[src/rtl/freq_meter_pkg.sv]
// Shared definitions for the square-wave frequency meter: FSM state codes,
// measurement width, saturation value and result-encoding helpers.
package freq_meter_pkg;

    localparam int MEAS_W = 32;
    localparam logic [MEAS_W-1:0] SAT_VAL = 32'hFFFF_FFFF;

    // Gate FSM state encoding.
    localparam logic [1:0] ST_ARM    = 2'd0;
    localparam logic [1:0] ST_GATE   = 2'd1;
    localparam logic [1:0] ST_REPORT = 2'd2;

    // One latched measurement as seen on the output ports.
    typedef struct packed {
        logic [MEAS_W-1:0] count;
        logic [MEAS_W-1:0] code;
        logic              code_valid;
        logic              no_signal;
    } meas_t;

    // Increment that sticks at all-ones instead of wrapping.
    function automatic logic [MEAS_W-1:0] sat_inc(input logic [MEAS_W-1:0] v);
        return (v == SAT_VAL) ? v : v + 1'b1;
    endfunction

    // Turns a raw edge count into the generator-compatible result bundle.
    function automatic meas_t encode_result(input logic [MEAS_W-1:0] count,
                                            input logic              no_sig,
                                            input logic [MEAS_W-1:0] code_max);
        meas_t r;
        r.count      = count;
        r.code       = (count == '0) ? '0 : count - 1'b1;
        r.code_valid = (count != '0) && (count <= code_max + 1'b1);
        r.no_signal  = no_sig;
        return r;
    endfunction

endpackage

[src/rtl/sync_edge_detect.sv]
// Multi-flop synchroniser for an asynchronous level input followed by a
// one-cycle rising-edge pulse. Reusable for push buttons and similar pins.
module sync_edge_detect #(
    parameter int SYNC_STAGES = 2
) (
    input  logic clk,
    input  logic rst,
    input  logic async_i,
    output logic rise_o
);

    logic [SYNC_STAGES-1:0] sync_q;
    logic                   prev_q;

    // Shift the input through the synchroniser and keep one extra delayed copy.
    always_ff @(posedge clk) begin
        // NOTE: sequential state uses non-blocking assignments so every flop
        // samples the pre-edge values, which is what makes this a shift chain.
        if (rst) begin
            sync_q <= '0;
            prev_q <= 1'b0;
        end else begin
            sync_q <= {sync_q[SYNC_STAGES-2:0], async_i};
            prev_q <= sync_q[SYNC_STAGES-1];
        end
    end

    assign rise_o = sync_q[SYNC_STAGES-1] & ~prev_q;

endmodule

[src/rtl/square_freq_meter.sv]
// Square-wave frequency meter: counts rising edges over a fixed gate window
// aligned to an arming edge, and tracks the period of the last input cycle.
module square_freq_meter
    import freq_meter_pkg::*;
#(
    parameter int GATE_CYCLES = 50000000,
    parameter int SYNC_STAGES = 2,
    parameter int MAX_CODE    = 9
) (
    input  logic        clk,
    input  logic        rst,
    input  logic        sig_in,
    output logic        meas_valid,
    output logic [31:0] freq_count,
    output logic [31:0] freq_code,
    output logic        code_valid,
    output logic [31:0] period_cyc,
    output logic        no_signal
);

    localparam logic [MEAS_W-1:0] GATE_LAST = MEAS_W'(GATE_CYCLES - 1);
    localparam logic [MEAS_W-1:0] CODE_MAX  = MEAS_W'(MAX_CODE);

    logic              rise;
    logic [1:0]        state_q,    state_d;
    logic [MEAS_W-1:0] timer_q,    timer_d;
    logic [MEAS_W-1:0] edge_cnt_q, edge_cnt_d;
    meas_t             result_q,   result_d;
    logic [MEAS_W-1:0] per_cnt_q,  per_cnt_d;
    logic [MEAS_W-1:0] period_q,   period_d;
    logic              seen_q,     seen_d;

    sync_edge_detect #(
        .SYNC_STAGES(SYNC_STAGES)
    ) u_sync (
        .clk    (clk),
        .rst    (rst),
        .async_i(sig_in),
        .rise_o (rise)
    );

    // Gate FSM: wait for an arming edge, count edges for one window, report.
    always_comb begin
        // NOTE: every combinational output takes its hold value first, so no
        // path through the case statement can leave it unassigned (no latch).
        state_d    = state_q;
        timer_d    = timer_q;
        edge_cnt_d = edge_cnt_q;
        result_d   = result_q;
        case (state_q)
            ST_ARM: begin
                if (rise) begin
                    // The arming edge only aligns the window; it is not counted.
                    timer_d    = '0;
                    edge_cnt_d = '0;
                    state_d    = ST_GATE;
                end else if (timer_q == GATE_LAST) begin
                    state_d  = ST_REPORT;
                    result_d = encode_result('0, 1'b1, CODE_MAX);
                end else begin
                    timer_d = timer_q + 1'b1;
                end
            end
            ST_GATE: begin
                if (rise) begin
                    edge_cnt_d = sat_inc(edge_cnt_q);
                end
                // An edge in the final gate cycle still lands in this window.
                if (timer_q == GATE_LAST) begin
                    state_d  = ST_REPORT;
                    result_d = encode_result(edge_cnt_d, 1'b0, CODE_MAX);
                end else begin
                    timer_d = timer_q + 1'b1;
                end
            end
            ST_REPORT: begin
                state_d = ST_ARM;
                timer_d = '0;
            end
            default: begin
                state_d = ST_ARM;
                timer_d = '0;
            end
        endcase
    end

    // Period tracker: free-running saturating counter captured on each edge.
    always_comb begin
        per_cnt_d = sat_inc(per_cnt_q);
        period_d  = period_q;
        seen_d    = seen_q;
        if (rise) begin
            per_cnt_d = '0;
            seen_d    = 1'b1;
            // The very first edge has no predecessor, so it only restarts the count.
            if (seen_q) begin
                period_d = sat_inc(per_cnt_q);
            end
        end
    end

    // State and result registers.
    always_ff @(posedge clk) begin
        // NOTE: reset clears every register here because all of them are
        // visible or steer control; there is no storage array to leave alone.
        if (rst) begin
            state_q    <= ST_ARM;
            timer_q    <= '0;
            edge_cnt_q <= '0;
            result_q   <= '0;
            per_cnt_q  <= '0;
            period_q   <= '0;
            seen_q     <= 1'b0;
        end else begin
            state_q    <= state_d;
            timer_q    <= timer_d;
            edge_cnt_q <= edge_cnt_d;
            result_q   <= result_d;
            per_cnt_q  <= per_cnt_d;
            period_q   <= period_d;
            seen_q     <= seen_d;
        end
    end

    assign meas_valid = (state_q == ST_REPORT);
    assign freq_count = result_q.count;
    assign freq_code  = result_q.code;
    assign code_valid = result_q.code_valid;
    assign no_signal  = result_q.no_signal;
    assign period_cyc = period_q;

endmodule

[config.mk]
export PLATFORM = sky130hd
export DESIGN_NAME = square_freq_meter
export DESIGN_NICKNAME = d
export VERILOG_FILES = /design/src/rtl/freq_meter_pkg.sv /design/src/rtl/sync_edge_detect.sv /design/src/rtl/square_freq_meter.sv
export SDC_FILE = /design/constraint.sdc
export NUM_CORES = 1
export LEC_CHECK = 0
export BUFFER_PORTS_ARGS = -buffer_cell sky130_fd_sc_hd__buf_2
export CAP_MARGIN = 40
export CORE_MARGIN = 2
export CORE_UTILIZATION = 64
export CTS_CLUSTER_SIZE = 28
export DETAILED_ROUTE_END_ITERATION = 10
export PLACE_DENSITY = 0.86
export SYNTH_ARGS = -nofsm -noshare
export SYNTH_HDL_FRONTEND = slang
export SYNTH_SLANG_ARGS = --single-unit
[constraint.sdc]
create_clock -name clk -period 11.2 [get_ports clk]
set_clock_uncertainty 0.15 [all_clocks]
set_input_delay 1.68 -clock clk [delete_from_list [all_inputs] [get_ports clk]]
set_output_delay 1.68 -clock clk [all_outputs]
set_load 0.005 [all_outputs]
==> impl_metrics.toml <==
[worst_setup_path]
path_class = "reg2reg"
endpoint_kind = "flip-flop"
cp.required_ps = 11380
cp_slowest_stage_delay_ps = 770
slowest_stage = "or4_1"
path_max_fanout = 24
path_cells = "ha_1, nand4_2, or4_1, o21ai_4, nor4_1, xor2_1, a211oi_2, nand4b_1, o311a_4, nand2b_1, o21ai_1"
crit_buf_inv = 0
start_kind = "flip-flop"
cp.arrival_ps = 4640
critPathTopFamily = "simple AND/OR/NAND/NOR gates"

[drt]
dr.pass1.iters = 5
drc_errors = 0
antenna_left = 0
wl_per_cell_um = 16.1
routed_wl_um = 22600
vias = 8307
drtIter0Drc = 654
via_per_inst = 5.93

[floorplanning]
start_util = 0.657
num_rows = 44
core_sq_um = 14600
die_h_um = 126
boundaryPins = 102
die_w_um = 126
die_area_sq_um = 16000

[yosys]
synth-seq-cells = 200
synthMostInstantiatedCell = "nor2_1"
synth_top_area_frac = 0.418
synth_common_cells = "nor2_1 (217), dfxtp_1 (200), nand2_1 (114)"
synthesis.nets = 1157
syn_inst = 1148
synth_edf_count = 0
synthesis.area_sq_um = 9590
synth.distinct_cells = 66
yosysTopAreaCell = "dfxtp_1"
synth_seq_area_share = 0.418
synth_area_leaders = "dfxtp_1 (42%), nor2_1 (8.5%), xor2_1 (5.4%), xnor2_1 (5.3%), nand2_1 (4.5%)"
async_flop_share = 0
synth-main-ff-cell = "dfxtp_1"
synth_area_per_cell_sq_um = 8.35
ys_warn_count = 0

[clock_tree]
htreeDepth = 4
cts.sinks = 200
cts_resized = 0
cts_root_buf = "clkbuf_16"
cts_tree = "built"
cts_setup_buffers = 0
clk_pin_slew_ps = 70
clock_latency_ps = 450
cts_hold_buf = 0
clock_path_buffers = 2
cts_made_buffers = 17

[sta]
final.min_clock_period_ps = 4460
setup_tns_ps = 0
post-route-period-util = 0.399
max-slew-margin-rel = 0.498
hold_violations = 0
finalSetupViolations = 0
rsz0062_at_grt = "false"
fmax_ghz = 0.224
drv_slew = 0
tightest_slew_ps = 753

[global_routing]
antenna_found_initial = 0
grt_pass1_vias = 7575
grt_pass1_wl_um = 37300
grt_start_max_net_pins = 73
grt.total_usage = 0.284
grt_overflow = 0

[power]
ir_worst_vdd_mv = 0.114
power.density_nw_per_um2 = 131
leakagePower_nw = 4.12

[placed_design]
port-buffer-count = 101
dpl.cell_count = 1370
postPlaceCellArea_sq_um = 10100
dp_hpwl_um = 15800
gp_congestion = 1.06

[finish]
area_delta_synth_final_pct = 11.8
final_nets = 1214
regArea_sq_um = 4000
multi_input_area_sq_um = 5230
finalInstanceArea_sq_um = 10700
fillers = 1093
stdcell_count = 1402
drive_gt1_frac = 0.161
antenna_cells = 0

[job]
maxCapViolCount = 0

[status]
status = "finished clean"

[min_path]
worstHoldPathType = "reg2reg"
[metrics by stage]
stage / setup WS [ps] / power (mW) / hold slack, ps / utilization
finish: 6740 / 1.40 / 301 / 0.735
global route: 6360 / 1.44 / 322 / 0.735
CTS: 6790 / 1.40 / 302 / 0.735
detailed placement: 6840 / 0.785 / 285 / 0.694
global placement: 6930 / 0.782 / 277 / 0.689
floorplan: 7510 / 0.772 / 264 / -
[kinds of logic (layout without fill, tap and decap cells)]
logic type               count (synthesis)  count (layout)  synth area share
flip-flops                             200             200             0.418
adder cells (fa/ha/maj)                  6               6           0.00783
XOR/XNOR                               117             117             0.107
multiplexers                            11              11            0.0117
buffers and inverters                   80             150            0.0376
AO/OA/AOI/OAI                          190             190             0.146
AND/OR/NAND/NOR                        544             544             0.272
[routing by layer]
layer	track usage	part of all wire	vias to the layer above
li1	-	-	4079
met1	0.375	0.43	3870
met2	0.462	0.47	329
met3	0.0645	0.081	29
met4	0.0924	0.017	0
met5	0	0	-
[state kept, by name (all words and copies together), names as in the netlist]
signal / cells
per_cnt_q: 32
freq_count: 32
no_signal: 1
seen_q: 1
u_sync.prev_q: 1
code_valid: 1
period_cyc: 32
u_sync.sync_q: 2
freq_code: 32
timer_q: 32
state_q: 2
edge_cnt_q: 32
[cell type report]
cell class | instances | area share
Timing Repair Buffer | 113 | 0.0591
Clock inverter | 13 | 0.0140
Sequential cell | 200 | 0.373
Inverter | 5 | 0.00175
Tap cell | 184 | 0.0215
Multi-Input combinational cell | 868 | 0.488
Clock buffer | 19 | 0.0422
[tightest hold or removal path, cell delays in order (launching register included)]
cell and delay, ps:
dfxtp_1 310, nand2_1 50, a21oi_1 50
[path summary, 6_finish.rpt]
check             depth (start not counted)            end  slack, ps           from
setup / recovery                         11  freq_code[25]       6740  edge_cnt_q[0]
hold / removal                            2  freq_count[7]        300  freq_count[7]
setup reg to reg                         11  freq_code[25]       6740  edge_cnt_q[0]
hold reg to reg                           2  freq_count[7]        300  freq_count[7]
[power by group]
part	switching, mW	internal [mW]
logic	0.0355	0.0162
registers	0.00319	0.715
clock network	0.301	0.331
total	0.340	1.06
[placed cells by master (no fill, tap or decap), types with 3 or more instances in the layout]
cell type	Yosys	layout
and3_1	20	20
o21ai_1	10	10
dfxtp_1	200	200
o21a_1	3	3
o21ai_0	21	21
or3_1	16	16
a22oi_2	20	20
nand2_1	114	113
a21oi_1	59	59
nor3_1	22	22
or2_2	6	6
clkbuf_16	0	17
nand2b_1	5	5
nor2b_1	12	12
xor2_1	59	59
mux2i_1	9	9
a22oi_1	9	9
inv_6	0	4
a211oi_1	33	33
a21o_1	3	3
a2bb2oi_1	5	5
nor4_1	13	13
a31oi_1	4	4
buf_4	5	10
nor2_1	217	217
nand3b_1	3	3
buf_2	9	100
inv_1	5	5
and4_1	10	10
xnor2_1	58	58
or4_1	4	4
inv_8	0	5
ha_1	6	6
nand3_1	41	41
and2_1	16	15
nand4_1	29	29
Power figures use the tool's default switching activity.
